`src/rtl/cpu_run_ctrl_pkg.sv`:
```
`default_nettype none
// ============================================================================
// Package : cpu_run_ctrl_pkg
// Mode encodings, button indices and defaults shared by the run-control unit.
// Rev     : 1.0
// ============================================================================
package cpu_run_ctrl_pkg;

    typedef logic [3:0] mode_t;

    localparam mode_t MODE_RUN   = 4'd0;
    localparam mode_t MODE_PAUSE = 4'd1;
    localparam mode_t MODE_STEP  = 4'd2;
    localparam mode_t MODE_ERROR = 4'd3;
    localparam mode_t MODE_UART  = 4'd6;

    localparam logic [3:0] ERR_MANUAL_DEF = 4'hF;

    // Bit positions of the buttons in the packed debounce vector
    localparam int c_BTN_PAUSE = 0;
    localparam int c_BTN_CONT  = 1;
    localparam int c_BTN_STEP  = 2;
    localparam int c_BTN_ERR   = 3;
    localparam int c_BTN_UART  = 4;
    localparam int c_BTN_N     = 5;

endpackage
`default_nettype wire

```
`src/rtl/cpu_run_ctrl_btn_debounce.sv`:
```
`default_nettype none
// ============================================================================
// Module : btn_debounce
// Synchronises a raw button, accepts a level after DEB_CYC stable samples and
// emits a single-cycle pulse on each accepted press.
// Rev    : 1.0
// ============================================================================
module btn_debounce #(
    parameter int unsigned DEB_CYC = 500000
) (
    input  logic clk_i,
    input  logic reset_i,
    input  logic btn_i,
    output logic pulse_o
);

    localparam int unsigned        c_CNT_W = (DEB_CYC > 1) ? $clog2(DEB_CYC) : 1;
    localparam logic [c_CNT_W-1:0] c_LAST  = c_CNT_W'(DEB_CYC - 1);

    logic [1:0]         r_sync;
    logic [c_CNT_W-1:0] r_cnt;
    logic               r_stable;
    logic               r_pulse;
    logic               w_diff;
    logic               w_accept;

    // r_cnt counts consecutive samples that disagree with the accepted level
    assign w_diff   = r_sync[1] ^ r_stable;
    assign w_accept = w_diff && (r_cnt == c_LAST);

    always_ff @(posedge clk_i) begin
        if (reset_i) begin
            r_sync   <= 2'b00;
            r_cnt    <= '0;
            r_stable <= 1'b0;
            r_pulse  <= 1'b0;
        end else begin
            r_sync  <= {r_sync[0], btn_i};
            r_pulse <= w_accept & r_sync[1];
            if (w_accept) begin
                r_stable <= r_sync[1];
                r_cnt    <= '0;
            end else if (w_diff) begin
                r_cnt <= r_cnt + c_CNT_W'(1);
            end else begin
                r_cnt <= '0;
            end
        end
    end

    assign pulse_o = r_pulse;

endmodule
`default_nettype wire

```
`src/rtl/cpu_run_ctrl.sv`:
```
`default_nettype none
// ============================================================================
// Module : cpu_run_ctrl
// CPU run control: mode FSM driving the core clock enable and soft resets,
// debounced buttons, maskable exception trap and enabled-cycle counter.
// Rev    : 1.0
// ============================================================================
module cpu_run_ctrl
    import cpu_run_ctrl_pkg::*;
#(
    parameter int unsigned             CNT_W      = 32,
    parameter int unsigned             EXC_W      = 4,
    parameter logic [(2**EXC_W)-1:0]   EXC_MASK   = 16'hFFFE,
    parameter logic [EXC_W-1:0]        RST_EXC    = EXC_W'(1),
    parameter logic [EXC_W-1:0]        ERR_MANUAL = EXC_W'(ERR_MANUAL_DEF),
    parameter int unsigned             DEB_CYC    = 500000
) (
    input  logic             clk_i,
    input  logic             reset_i,
    input  logic             btn_pause_i,
    input  logic             btn_continue_i,
    input  logic             btn_step_i,
    input  logic             btn_err_i,
    input  logic             btn_uart_i,
    input  logic [EXC_W-1:0] exc_code_i,
    input  logic             set_cnt_i,
    input  logic             upg_done_i,
    output logic             cpu_en_o,
    output logic             cpu_rst_o,
    output logic             upg_rst_o,
    output logic [3:0]       mode_o,
    output logic [EXC_W-1:0] exc_latched_o,
    output logic [CNT_W-1:0] cycle_cnt_o
);

    logic [c_BTN_N-1:0] w_btn_raw;
    logic [c_BTN_N-1:0] w_btn_pulse;

    logic w_pause;
    logic w_cont;
    logic w_step;
    logic w_err;
    logic w_uart;
    logic w_trap;
    logic w_rst_req;

    mode_t            r_mode;
    logic             r_cpu_en;
    logic             r_cpu_rst;
    logic             r_upg_rst;
    logic [EXC_W-1:0] r_exc;
    logic [CNT_W-1:0] r_cnt;

    assign w_btn_raw = {btn_uart_i, btn_err_i, btn_step_i, btn_continue_i, btn_pause_i};

    for (genvar i = 0; i < c_BTN_N; i++) begin : g_btn
        btn_debounce #(
            .DEB_CYC (DEB_CYC)
        ) u_deb (
            .clk_i   (clk_i),
            .reset_i (reset_i),
            .btn_i   (w_btn_raw[i]),
            .pulse_o (w_btn_pulse[i])
        );
    end

    assign w_pause = w_btn_pulse[c_BTN_PAUSE];
    assign w_cont  = w_btn_pulse[c_BTN_CONT];
    assign w_step  = w_btn_pulse[c_BTN_STEP];
    assign w_err   = w_btn_pulse[c_BTN_ERR];
    assign w_uart  = w_btn_pulse[c_BTN_UART];

    // Code 0 means "no exception"; the soft-reset code never traps
    assign w_trap    = (exc_code_i != '0) && EXC_MASK[exc_code_i] && (exc_code_i != RST_EXC);
    assign w_rst_req = (exc_code_i == RST_EXC) && EXC_MASK[RST_EXC];

    always_ff @(posedge clk_i) begin
        if (reset_i) begin
            r_mode    <= MODE_RUN;
            r_cpu_en  <= 1'b0;
            r_cpu_rst <= 1'b1;
            r_upg_rst <= 1'b1;
            r_exc     <= '0;
        end else begin
            r_cpu_en  <= 1'b0;
            r_cpu_rst <= 1'b0;
            case (r_mode)
                MODE_RUN: begin
                    if (w_uart) begin
                        r_mode <= MODE_UART;
                    end else if (w_trap) begin
                        r_mode <= MODE_ERROR;
                        r_exc  <= exc_code_i;
                    end else if (w_rst_req) begin
                        r_cpu_rst <= 1'b1;
                    end else if (w_err) begin
                        r_mode <= MODE_ERROR;
                        r_exc  <= ERR_MANUAL;
                    end else if (w_pause) begin
                        r_mode <= MODE_PAUSE;
                    end else begin
                        r_cpu_en <= 1'b1;
                    end
                end
                MODE_PAUSE: begin
                    if (w_uart) begin
                        r_mode <= MODE_UART;
                    end else if (w_err) begin
                        r_mode <= MODE_ERROR;
                        r_exc  <= ERR_MANUAL;
                    end else if (w_cont) begin
                        r_mode   <= MODE_RUN;
                        r_cpu_en <= 1'b1;
                    end else if (w_step) begin
                        r_mode   <= MODE_STEP;
                        r_cpu_en <= 1'b1;
                    end
                end
                MODE_STEP: begin
                    // The single enabled cycle is the one spent in this state
                    if (w_uart) begin
                        r_mode <= MODE_UART;
                    end else if (w_trap) begin
                        r_mode <= MODE_ERROR;
                        r_exc  <= exc_code_i;
                    end else if (w_rst_req) begin
                        r_mode    <= MODE_PAUSE;
                        r_cpu_rst <= 1'b1;
                    end else if (w_err) begin
                        r_mode <= MODE_ERROR;
                        r_exc  <= ERR_MANUAL;
                    end else begin
                        r_mode <= MODE_PAUSE;
                    end
                end
                MODE_ERROR: begin
                    if (w_uart) begin
                        r_mode <= MODE_UART;
                    end else if (w_cont) begin
                        r_mode    <= MODE_RUN;
                        r_exc     <= '0;
                        r_cpu_rst <= 1'b1;
                    end
                end
                MODE_UART: begin
                    if (upg_done_i) begin
                        r_mode    <= MODE_RUN;
                        r_upg_rst <= 1'b1;
                        r_cpu_rst <= 1'b1;
                    end else if (w_err) begin
                        r_mode    <= MODE_ERROR;
                        r_upg_rst <= 1'b1;
                        r_exc     <= ERR_MANUAL;
                    end else begin
                        r_upg_rst <= 1'b0;
                    end
                end
                default: begin
                    r_mode    <= MODE_RUN;
                    r_cpu_rst <= 1'b1;
                    r_upg_rst <= 1'b1;
                end
            endcase
        end
    end

    always_ff @(posedge clk_i) begin
        if (reset_i || r_cpu_rst || set_cnt_i) begin
            r_cnt <= '0;
        end else if (r_cpu_en) begin
            r_cnt <= r_cnt + CNT_W'(1);
        end
    end

    assign cpu_en_o      = r_cpu_en;
    assign cpu_rst_o     = r_cpu_rst;
    assign upg_rst_o     = r_upg_rst;
    assign mode_o        = r_mode;
    assign exc_latched_o = r_exc;
    assign cycle_cnt_o   = r_cnt;

endmodule
`default_nettype wire

```
`config.mk`:
```
export PLATFORM = sky130hd
export DESIGN_NAME = cpu_run_ctrl
export DESIGN_NICKNAME = d
export VERILOG_FILES = /design/src/rtl/cpu_run_ctrl_pkg.sv /design/src/rtl/cpu_run_ctrl_btn_debounce.sv /design/src/rtl/cpu_run_ctrl.sv
export SDC_FILE = /design/constraint.sdc
export NUM_CORES = 1
export LEC_CHECK = 0
export ABC_AREA = 0
export BUFFER_PORTS_ARGS = -buffer_cell sky130_fd_sc_hd__buf_2
export CORE_ASPECT_RATIO = 0.5
export CORE_MARGIN = 4
export CORE_UTILIZATION = 54
export CTS_CLUSTER_DIAMETER = 40
export DETAILED_ROUTE_END_ITERATION = 12
export PLACE_DENSITY = 0.86
export SYNTH_ARGS = -nofsm -noshare
export SYNTH_HDL_FRONTEND = slang
export SYNTH_SLANG_ARGS = --single-unit
export TNS_END_PERCENT = 10
```
`constraint.sdc`:
```
create_clock -name clk_i -period 1.9 [get_ports clk_i]
set_input_delay 0.095 -clock clk_i [delete_from_list [all_inputs] [get_ports clk_i]]
set_output_delay 0.095 -clock clk_i [all_outputs]
set_load 0.01 [all_outputs]
```
### After elaboration in Yosys (flattened, before gate mapping)

Memory sizes are Yosys's and may differ from the RTL's.
Cells that the tools add are included.

* add/sub/neg operators: 6
* order comparisons: 1
* reduce and logical (&&, ||, !) cells: 21
* bitwise gates (word level): 15
* muxes and demuxes: 47
* equal/unequal tests: 22

Operators with widths (count)
* $add 19x1->19 const B: 5
* $eq 19x19->1 const B: 5
* $mux 4: 20
* $add 32x1->32 const B: 1
* $pmux 4 s5: 1
* $mux 1: 18
* $pmux 4 s4: 1
* $reduce_or 3->1: 5
* $eq 4x1->1 const B: 2
* $eq 4x2->1 const B: 2
* $ne 2x2->1 const B: 4
* $reduce_bool 4->1: 2
* $logic_and 1x1->1: 7
* $reduce_and 7->1: 1
* $mux 2: 3
* $and 1x1->1: 5
* $lt 4x5->1 const B: 1
* $ne 5x1->1 const B: 1
* $ne 5x2->1 const B: 1
* $not 1->1: 5
* $reduce_and 5->1: 1
* $xor 1x1->1: 5
* $eq 4x3->1 const B: 1
* $logic_not 4->1: 1
* 12 further kinds: 14

* word-level logic and storage cells: 139
* output and inout port bits: 43
* ROM bits: 16
* register bits: 158
* memories: 1
* input bits: 13

Memories
* (name not given): depth 16, width 1, rd ports 1, clocked after memory_dff 0, write ports 0, RTL line cpu_run_ctrl.sv:74 `assign w_trap = (exc_code_i != '0) && EXC_MASK[exc_code_i] && (exc_code_i != RST_EXC);`

### Longest topological paths before layout

Gate-level depths: netlist of run 1.

* depth after elaboration: 7
* depth in mapped cells: 7
* mapped depth without buffers: 5

### Modules after synthesis

From an unflattened synthesis of run 1, not the netlist that was laid out.

* cells, all modules: 825
* area, all modules: 7454.6 um2

By module, submodules not included
* btn_debounce: area each 1047.3 um2, instances 5, cells an instance 112, seq. area each 460.4 um2
* cpu_run_ctrl: area each 2218.4 um2, instances 1, cells an instance 265, seq. area each 840.8 um2

### Least setup slack after synthesis of run 1

No wires, ideal clock.

* path type: register to register
* from: reg g_btn[2].u_deb.r_cnt[10]
* to: reg g_btn[2].u_deb.r_cnt[7]
* buffers on the path: 1
* cell stages (with the launch flop): 6
* required time: 1785 ps
* slack: -90 ps
* library setup time: 115 ps
* data arrival time: 1875 ps
* period minus slack after synthesis: 1990 ps
* path through: dfxtp_1 > or4b_1 > or4b_4 > o21ai_4 > buf_12 > nor2_2

* cells in the longest elaborated chain, start to end: 3

Ends and longest elaborated chain
* start: declaration: RTL line cpu_run_ctrl_btn_debounce.sv:21 `logic [c_CNT_W-1:0] r_cnt;`
* start signal: assignment: RTL line cpu_run_ctrl_btn_debounce.sv:44 `r_cnt <= r_cnt + c_CNT_W'(1);`
* $eq 19x19->1: RTL line cpu_run_ctrl_btn_debounce.sv:29 `assign w_accept = w_diff && (r_cnt == c_LAST);`
* $logic_and 1x1->1: RTL line cpu_run_ctrl_btn_debounce.sv:29
* $reduce_or 3->1 (no line)

Every way passes these cells.
A chain may end at the register's enable or synchronous reset.

### Worst setup path after layout of run 1

* from: reg g_btn[2].u_deb.r_cnt[9]
* to: reg g_btn[2].u_deb.r_cnt[4]

The elaborated chain is that of the path after synthesis.

==> results of run 1 <==
## logic make-up after synthesis
logic type               after synthesis  share of synthesized area (%)
AND/OR/NAND/NOR                      408                           31.0
flip-flops                           157                           43.4
AO/OA/AOI/OAI                        127                           11.1
XOR/XNOR                              78                           9.43
buffers and inverters                 55                           3.30
adder cells (fa/ha/maj)                6                           1.04
multiplexers                           5                          0.691
other                                  1                         0.0518
## cell usage in the layout, fill, tap and decap left out, types with 6 or more instances in the layout
| cell type | netlist | final |
|---|---|---|
| or2_2 | 8 | 6 |
| xor2_1 | 30 | 30 |
| o21ai_0 | 30 | 29 |
| or3_1 | 24 | 24 |
| nand3_1 | 45 | 45 |
| nand4_1 | 39 | 39 |
| nor4_1 | 22 | 20 |
| o31ai_1 | 16 | 16 |
| dfxtp_2 | 0 | 6 |
| nand2_1 | 49 | 49 |
| nor3_1 | 23 | 23 |
| nor2_1 | 98 | 98 |
| nand2b_1 | 10 | 10 |
| nor2_2 | 10 | 10 |
| or4b_4 | 2 | 6 |
| dfxtp_1 | 157 | 151 |
| inv_1 | 24 | 24 |
| or4_1 | 21 | 19 |
| xnor2_1 | 48 | 48 |
| and4_1 | 14 | 13 |
| buf_2 | 3 | 54 |
| and3_1 | 6 | 6 |
| nor4b_1 | 6 | 6 |
| a21oi_1 | 47 | 45 |
| buf_4 | 1 | 85 |
| nor2b_1 | 12 | 12 |
| clkbuf_16 | 0 | 17 |
## cells in the mapped netlist (all sizes together), types with 24 or more instances
library cell  number
dfxtp            157
nor2             108
nand2             49
xnor2             48
a21oi             47
nand3             45
nand4             40
o21ai             34
xor2              30
inv               24
or3               24
## timing repair
item	CTS	global route
setup endpoints to repair	42	64
pin swaps	0	2
hold buffers	5	0
endpoints found under the hold margin	5	0
resized for setup	5	15
cloned	0	0
## worst paths after layout
kind         slack [ns]                      end
max               -0.06  g_btn[2].u_deb.r_cnt[4]
max reg2reg       -0.06  g_btn[2].u_deb.r_cnt[4]
min                0.06                cpu_rst_o
min reg2reg        0.43  g_btn[0].u_deb.r_cnt[0]
## sequential cells by signal, summed over array words and instances (netlist names)
| signal | flops |
|---|---|
| g_btn.u_deb.r_cnt | 95 |
| cycle_cnt_o | 32 |
| g_btn.u_deb.r_sync | 10 |
| g_btn.u_deb.pulse_o | 5 |
| g_btn.u_deb.r_stable | 5 |
| exc_latched_o | 4 |
| mode_o | 3 |
| cpu_en_o | 1 |
| cpu_rst_o | 1 |
| upg_rst_o | 1 |
## area by class of cell
type | instances | area share [%]
clock buffer | 17 | 4.73
clock inverter | 15 | 2.07
inverter | 24 | 1.00
multi-input combinational | 625 | 43.5
sequential | 157 | 35.0
tap | 170 | 2.36
timing repair buffer | 147 | 11.3
## layer usage
| metal | up-vias | track usage (%) | part of all wire [%] | wire length [um] |
|---|---|---|---|---|
| met5 | - | 0 | 0 | 0 |
| met4 | 0 | 8.31 | 1.8 | 320 |
| met3 | 39 | 4.51 | 5.7 | 1000 |
| met2 | 246 | 38.6 | 49 | 8580 |
| met1 | 3169 | 28.3 | 44 | 7710 |
| li1 | 3286 | - | - | - |
## metrics by stage
| stage | power [mW] | area, um2 | cells |
|---|---|---|---|
| 3_5_place_dp | 3.62 | 8280 | 1118 |
| 2_1_floorplan | 3.55 | 7250 | 837 |
| 4_1_cts | 7.14 | 8960 | 1155 |
| 5_1_grt | 7.34 | 9000 | 1155 |
| 6_report | 7.13 | 9000 | 1155 |
| 3_3_place_gp | 3.62 | 8280 | 1118 |
## report_power, final
part           total (mW)  internal (mW)  switching, mW
sequential           3.35           3.32         0.0289
clock                3.56           2.09           1.47
combinational       0.215         0.0958          0.119
==> impl_results.md, run 1 <==
- Initial DRC count: 568
- Post-synth top area share: 43.4%
- Die Y: 89.9 um
- Critical path's slowest cell: or4b_4
- Cells on worst reg2reg path: 5
- Yosys warnings: 0
- DRT Wirelength: 17600 um
- CTS Buffer Depth: 2
- Top post-synthesis cells by area: dfxtp_1 43%, xnor2_1 5.8%, nor2_1 5.1%, xor2_1 3.6%, nand4_1 3.4%
- Clock buffer count from CTS: 17
- Htree depth: 4
- Hpwl dp: 11700 um
- Io pins: 56
- Final setup fails: 33
- Worst Path Required: 2.21 ns
- Grt total ovfl: 0
- HP Start: exc_code_i[0]
- Status: complete, but fails checks
- Die Area: 15400 um2
- Element type at the critical path end: flop
- Vias per Instance: 5.84
- Maximum clock rate: 0.511 GHz
- Library cells used by synthesis: 63
- DR WL/cell: 15.3 um
- Pre-antenna DRT Iters: 5
- Fin nets: 991
- Die X: 172 um
- Global-route wire length before repair: 29600 um
- CP delay by family, top: simple AND/OR/NAND/NOR gates
- Net count after synthesis: 856
- Fillers: 900
- Crit start category: flop
- FF/Latch Area: 3150 um2
- Asr flop ratio synth: 0%
- RSZ-0062 raised after global routing: true
- Post-synth EDFFs: 0
- Post-synth design cell area: 7240 um2
- Clk_skew: 0.00969 ns
- PwrDens: 792 nW/um2
- Post-synth top flop: dfxtp_1
- Static leakage: 3.05 nW
- Hold Path Stages: 2
- IO Port Bufs: 54
- Slew Limit Fails: 0
- Critical path class: flop to flop
- Multi-input logic area: 3920 um2
- Global-route usage over all layers: 22.6%
- CP Cell Sequence: or4b_4 > or4b_4 > o21ai_4 > buf_12 > nor2_1
- Vias: 6740
- Failing checks: negative setup slack
- Hold WC Path Type: primary input to flop
- Clock Latency Late Sink: 0.42 ns
- Layout cell share with drive strength beyond 1: 22.9%
- Cell taking the most area after synthesis: dfxtp_1
- Largest net degree at the start of global routing: 36
- Buf/Inv on CP: 1
- Critical path fanouts, max: 18
- Seq/Total Area, Yosys: 43.4%
- # clock sinks: 157
- Remaining DRCs: 0
- Setup_tns: -0.879 ns
- WP data arrival: 2.27 ns
- Minimum clock period: 1.96 ns
- Pre-CTS WS: -0.0489 ns
- Worst setup margin: -0.0558 ns
- WP depth: 5
- Core Box Area: 12900 um2
- Max-Cap Viols: 0
- Hold Slack: 0.0596 ns
- Rel. slew slack: 52.7%
- Avg Cell Area, Syn: 8.66 um2
- Worst path max stage delay: 0.55 ns
- Diodes inserted: 0
- Fin crit share: 103%
- Synthesized flop and latch total: 157
- Tightest Pin Transition: 0.710 ns
- Row count: 29
- Routed Antenna Nets: 0
- Clock Tree Root: clkbuf_16
- Initial core utilization: 56.2%
- Syn Inst Count: 837
- Worst r2r src: g_btn[2].u_deb.r_cnt[9]
- CP dominant cell by count: or4b_4
- Setup Fix Bufs, Post-CTS: 0
- Maximum VDD drop: 0.661 mV
- Final hold violation count: 0
- Vias in the first global route: 6464
- CTS tree: built
- Gpl congestion: 0.900
- CTS clk-pin slew, worst paths: 0.07 ns
- Area Overhead vs Synth: 24.3%
- Post-layout util: 69.9%
- Setup crit start: g_btn[2].u_deb.r_cnt[9]
- Initial antenna violation count: 0
Note: power is estimated with default switching activity, not from simulation.
==> run 2: changes to the inputs <==
--- a/config.mk
+++ b/config.mk
@@ -9,10 +9,10 @@
 export BUFFER_PORTS_ARGS = -buffer_cell sky130_fd_sc_hd__buf_2
 export CORE_ASPECT_RATIO = 0.5
 export CORE_MARGIN = 4
-export CORE_UTILIZATION = 54
+export CORE_UTILIZATION = 55
 export CTS_CLUSTER_DIAMETER = 40
 export DETAILED_ROUTE_END_ITERATION = 12
-export PLACE_DENSITY = 0.86
+export PLACE_DENSITY = 0.84
 export SYNTH_ARGS = -nofsm -noshare
 export SYNTH_HDL_FRONTEND = slang
 export SYNTH_SLANG_ARGS = --single-unit
==> constraint.sdc (replaced) <==
create_clock -name clk_i -period 1.95 [get_ports clk_i]
set_input_delay 0.0975 -clock clk_i [delete_from_list [all_inputs] [get_ports clk_i]]
set_output_delay 0.0975 -clock clk_i [all_outputs]
set_load 0.01 [all_outputs]
==> run 2 against run 1 <==
The run still ends with negative setup slack left. Critical path type unchanged. Design area fell by 1.0%. Clock power rose by 5%. Global-route usage rose by 1.3 points.
==> impl_results.md, run 2 (synthesized netlist as in run 1, its figures left out) <==
- Hold Path Sink: mode_o[0]
- Rel. slew slack: 58.1%
- Non-filler cells, final: 1140
- Initial core utilization: 56.7%
- Worst Path Required: 2.26 ns
- CP Cell Sequence: or4b_4 > or4b_4 > o21ai_4 > buf_4 > nor2_2
- Largest net degree at the start of global routing: 34
- Most flops, register: g_btn.u_deb.r_cnt
- Area Overhead vs Synth: 23.0%
- Pre-antenna DRT Iters: 5
- R2R Setup Slk: -0.008 ns
- Fin area: 8910 um2
- Commonest non-fill, non-tap cell in the layout: dfxtp_1
- Initial antenna violation count: 0
- Placed Area: 8130 um2
- Setup Fix Bufs, Post-CTS: 0
- Cells on worst reg2reg path: 5
- RSZ-0062 raised after global routing: true
- Vias in the first global route: 6550
- Status: complete, but fails checks
- Vias: 6827
- Critical path's slowest cell: or4b_4
- Clock buffer count from CTS: 17
- Core Box Area: 12800 um2
- # clock sinks: 157
- PwrDens: 810 nW/um2
- Max-Cap Viols: 0
- WP data arrival: 2.27 ns
- Worst setup margin: -0.00814 ns
- Clock Latency Late Sink: 0.42 ns
- Global-route wire length before repair: 29800 um
- Worst r2r dst: g_btn[2].u_deb.r_cnt[10]
- IO Port Bufs: 54
- Hold Path Stages: 3
- Element type at the critical path end: flop
- Hold WC Path Type: primary input to flop
- Initial DRC count: 504
- Global-route usage over all layers: 24.0%
- Static leakage: 2.98 nW
- Largest register FFs: 95
- Grt total ovfl: 0
- Final setup fails: 4
- Fin nets: 975
- Setup crit start: g_btn[2].u_deb.r_cnt[11]
- CTS Buffer Depth: 2
- Clk_skew: 0.00812 ns
- Clock Tree Root: clkbuf_16
- CTS tree: built
- Remaining DRCs: 0
- Minimum clock period: 1.96 ns
- Worst r2r src: g_btn[2].u_deb.r_cnt[11]
- CP delay by family, top: simple AND/OR/NAND/NOR gates
- Maximum clock rate: 0.511 GHz
- Vias per Instance: 5.99
- Layout cell share with drive strength beyond 1: 21.1%
- Worst path max stage delay: 0.57 ns
- Die X: 170 um
- Io pins: 56
- Maximum VDD drop: 0.788 mV
- Htree depth: 4
- HP Start: upg_done_i
- Hpwl dp: 11700 um
- DR WL/cell: 15.9 um
- Final hold violation count: 0
- CTS clk-pin slew, worst paths: 0.06 ns
- Slew Limit Fails: 0
- Tightest Pin Transition: 0.628 ns
- DRT Wirelength: 18100 um
- Placed cells: 1101
- Routed Antenna Nets: 0
- Most frequent cells in the layout: 150 x dfxtp_1, 98 x nor2_1, 67 x buf_4, 54 x buf_2, 49 x nand2_1
- CP dominant cell by count: or4b_4
- Die Y: 89.2 um
- Crit start category: flop
- Die Area: 15200 um2
- Fin crit share: 100%
- Row count: 29
- Failing checks: negative setup slack
- Critical path class: flop to flop
- Critical path fanouts, max: 4
- Buf/Inv on CP: 1
- Gpl congestion: 0.894
[run 2: tightest hold or removal path: cells and delay by family]
family	cells	cell delay, ns
buffers and inverters	1	0.09
AND/OR/NAND/NOR	1	0.17
AO/OA/AOI/OAI	1	0.08
[run 2: worst max path at each step]
stage | endpoint | slack [ns] | cells past startpoint
floorplan | g_btn[2].u_deb.r_cnt[11] | -0.03 | 5
global route | g_btn[2].u_deb.r_cnt[18] | -0.06 | 5
finish | g_btn[2].u_deb.r_cnt[10] | -0.008 | 5
global placement | g_btn[2].u_deb.r_cnt[6] | 0.02 | 5
detailed placement | g_btn[2].u_deb.r_cnt[6] | -0.01 | 5
CTS | g_btn[2].u_deb.r_cnt[5] | -0.005 | 5
[run 2: repair_timing]
item | CTS | global route
gates cloned | 0 | 1
endpoints found under the hold margin | 5 | 0
setup endpoints to repair | 29 | 66
hold buffers | 5 | 0
gates resized for setup | 6 | 13
pin swaps | 0 | 3
[run 2: layout make-up]
type | instances | area, um2
antenna | 1 | 2.50
clock buffer | 20 | 457
clock inverter | 12 | 206
fill | 938 | 3860
inverter | 24 | 90.1
multi-input combinational | 625 | 3900
sequential | 157 | 3150
tap | 170 | 213
timing repair buffer | 131 | 888
[run 2: stage by stage]
step           util [%]  setup TNS [ns]  total power, mW  setup slack, ns  hold slack [ns]
2_1_floorplan         -          -0.391             3.46          -0.0258            0.215
3_3_place_gp       63.6               0             3.52           0.0229            0.305
3_5_place_dp       63.6         -0.0297             3.53          -0.0123            0.310
4_1_cts            69.4        -0.00495             7.25         -0.00495           0.0415
5_1_grt            69.7          -0.963             7.44          -0.0625           0.0716
6_report           69.8         -0.0127             7.22         -0.00814           0.0682
[run 2: metal layers]
| layer | track usage (%) | wire length [um] | vias to the layer above |
|---|---|---|---|
| met5 | 0 | 0 | - |
| met4 | 8.91 | 437 | 0 |
| met3 | 5.83 | 1110 | 55 |
| met2 | 44.2 | 9060 | 265 |
| met1 | 27.5 | 7520 | 3242 |
| li1 | - | - | 3265 |
[run 2: power by group]
part | switching (mW) | internal (mW) | leakage [nW] | total, mW
combinational | 0.121 | 0.0921 | 1.40 | 0.213
sequential | 0.0294 | 3.23 | 1.27 | 3.26
clock | 1.38 | 2.36 | 0.315 | 3.74
==> run 3: changes to the inputs <==
--- a/config.mk
+++ b/config.mk
@@ -6,7 +6,7 @@
 export NUM_CORES = 1
 export LEC_CHECK = 0
 export ABC_AREA = 0
-export BUFFER_PORTS_ARGS = -buffer_cell sky130_fd_sc_hd__buf_2
+export BUFFER_PORTS_ARGS = -buffer_cell sky130_fd_sc_hd__buf_4
 export CORE_ASPECT_RATIO = 0.5
 export CORE_MARGIN = 4
 export CORE_UTILIZATION = 55
==> run 3 against run 2 <==
The flow now finishes without violations. Power down 4.3%. Design area up 1.0%. Global-route usage down 0.99 points. Utilization up 0.70 points. Clock power down 8.6%. Register-to-register slack better by 0.02 ns. Combinational power up 4%. Sequential power about the same. Largest cell class unchanged. Largest power group unchanged. Highest routed layer unchanged.
==> impl_results.md, run 3 (synthesized netlist as in run 1, its figures left out) <==
- WP data arrival: 2.24 ns
- Htree depth: 4
- Worst path max stage delay: 0.57 ns
- Rel. slew slack: 60.9%
- Layout cell share with drive strength beyond 1: 21.3%
- Clk_skew: 0.00894 ns
- Pwr Total: 6.90 mW
- Tightest Pin Transition: 0.587 ns
- CTS Buffer Depth: 2
- PwrDens: 767 nW/um2
- Max-Cap Viols: 0
- Final setup fails: 0
- Clock Tree Root: clkbuf_16
- Hold Slack: 0.0800 ns
- Setup crit start: g_btn[2].u_deb.r_cnt[11]
- HP Start: exc_code_i[1]
- Buf/Inv on CP: 1
- # clock sinks: 157
- Fin nets: 976
- CP Cell Sequence: or4b_4 > or4b_4 > o21ai_4 > buf_12 > a21oi_1
- Placed cells: 1102
- Met2 wire length: 8740 um
- Fin crit share: 99.3%
- Element type at the critical path end: flop
- Die Area: 15200 um2
- CP delay by family, top: simple AND/OR/NAND/NOR gates
- Status: finished, final reports clean
- Gpl congestion: 0.845
- Pre-antenna DRT Iters: 5
- Die X: 170 um
- Area Overhead vs Synth: 24.2%
- CTS clk-pin slew, worst paths: 0.06 ns
- Static leakage: 2.97 nW
- Top Metal Used: met4
- Setup_tns: 0 ns
- Most flops, register: g_btn.u_deb.r_cnt
- Most frequent cells in the layout: 150 x dfxtp_1, 123 x buf_4, 98 x nor2_1, 49 x nand2_1, 48 x xnor2_1
- Worst r2r src: g_btn[2].u_deb.r_cnt[11]
- Final hold violation count: 0
- Io pins: 56
- Largest register FFs: 95
- Initial DRC count: 511
- Slew Limit Fails: 0
- Commonest non-fill, non-tap cell in the layout: dfxtp_1
- IO Port Bufs: 54
- DR WL/cell: 15.3 um
- Initial antenna violation count: 0
- Worst setup margin: 0.0141 ns
- DRT Wirelength: 17500 um
- Setup Fix Bufs, Post-CTS: 0
- Minimum clock period: 1.94 ns
- Maximum VDD drop: 0.590 mV
- Clock buffer count from CTS: 17
- Diodes inserted: 0
- CP dominant cell by count: or4b_4
- Hpwl dp: 11600 um
- Vias in the first global route: 6405
- Remaining DRCs: 0
- Core Box Area: 12800 um2
- Die Y: 89.2 um
- CTS tree: built
- Routed Antenna Nets: 0
- RSZ-0062 raised after global routing: true
- Pre-CTS WS: -0.0184 ns
- Global-route usage over all layers: 23.0%
- Met3 WL: 1060 um
- WL met1: 7410 um
- Critical path fanouts, max: 18
- R2R Setup Slk: 0.01 ns
- Row count: 29
- Vias: 6748
- Global-route wire length before repair: 28900 um
- Worst Path Required: 2.25 ns
- Critical path's slowest cell: or4b_4
- Non-filler cells, final: 1140
- Critical path class: flop to flop
- Crit start category: flop
- Placed Area: 8270 um2
- Largest net degree at the start of global routing: 36
- Post-layout util: 70.5%
- Grt total ovfl: 0
- Hold WC Path Type: primary input to flop
- Initial core utilization: 56.7%
- Clock Latency Late Sink: 0.43 ns
- Vias per Instance: 5.92
- Fin area: 9000 um2
- Maximum clock rate: 0.517 GHz
==> run 3: changes by cell type in the layout (fill, tap and decap cells not counted), moves of 2 or more <==
cell / change
bufinv_16: -2
clkinv_4: +4
buf_2: -54
buf_4: +56
buf_6: -2
==> run 3: per-layer routing <==
layer,vias to the layer above,global-route usage (%)
met3,30,5.48
met4,0,7.46
met2,247,42.8
met1,3208,26.5
li1,3263,-
met5,-,0
==> run 3: power by group <==
group          internal [mW]  switching [mW]  total, mW
logic                  0.106           0.116      0.222
clock network           2.05            1.37       3.42
registers               3.23          0.0281       3.26
==> run 3: cell type report <==
cell class              count  area, um2
fillers                   924       3770
clock inverters            13        166
multi-input cells         625       3910
flip-flops and latches    157       3150
well taps                 170        213
repair buffers            132       1030
inverters                  24       90.1
clock buffers              19        443
==> run 3: path summary, 6_finish.rpt <==
| check | depth (start not counted) | end |
|---|---|---|
| worst min-delay path | 3 | exc_latched_o[1] |
| worst max-delay path | 5 | g_btn[2].u_deb.r_cnt[18] |
| worst max register to register | 5 | g_btn[2].u_deb.r_cnt[18] |
| worst min register to register | 1 | g_btn[0].u_deb.r_sync[1] |
==> run 3: what timing repair did <==
| item | in CTS | in global routing |
|---|---|---|
| hold buffers | 6 | 0 |
| resized for setup | 2 | 17 |
| setup endpoints to repair | 8 | 54 |
| pin swaps | 1 | 3 |
| hold endpoints to repair | 6 | 0 |
==> run 3: worst register-to-register path, delay by kind of cell, from the launching register on <==
family	cells	cell delay (ns)
AO/OA/AOI/OAI	2	0.22
buffers and inverters	1	0.18
flip-flops	1	0.32
AND/OR/NAND/NOR	2	1.10
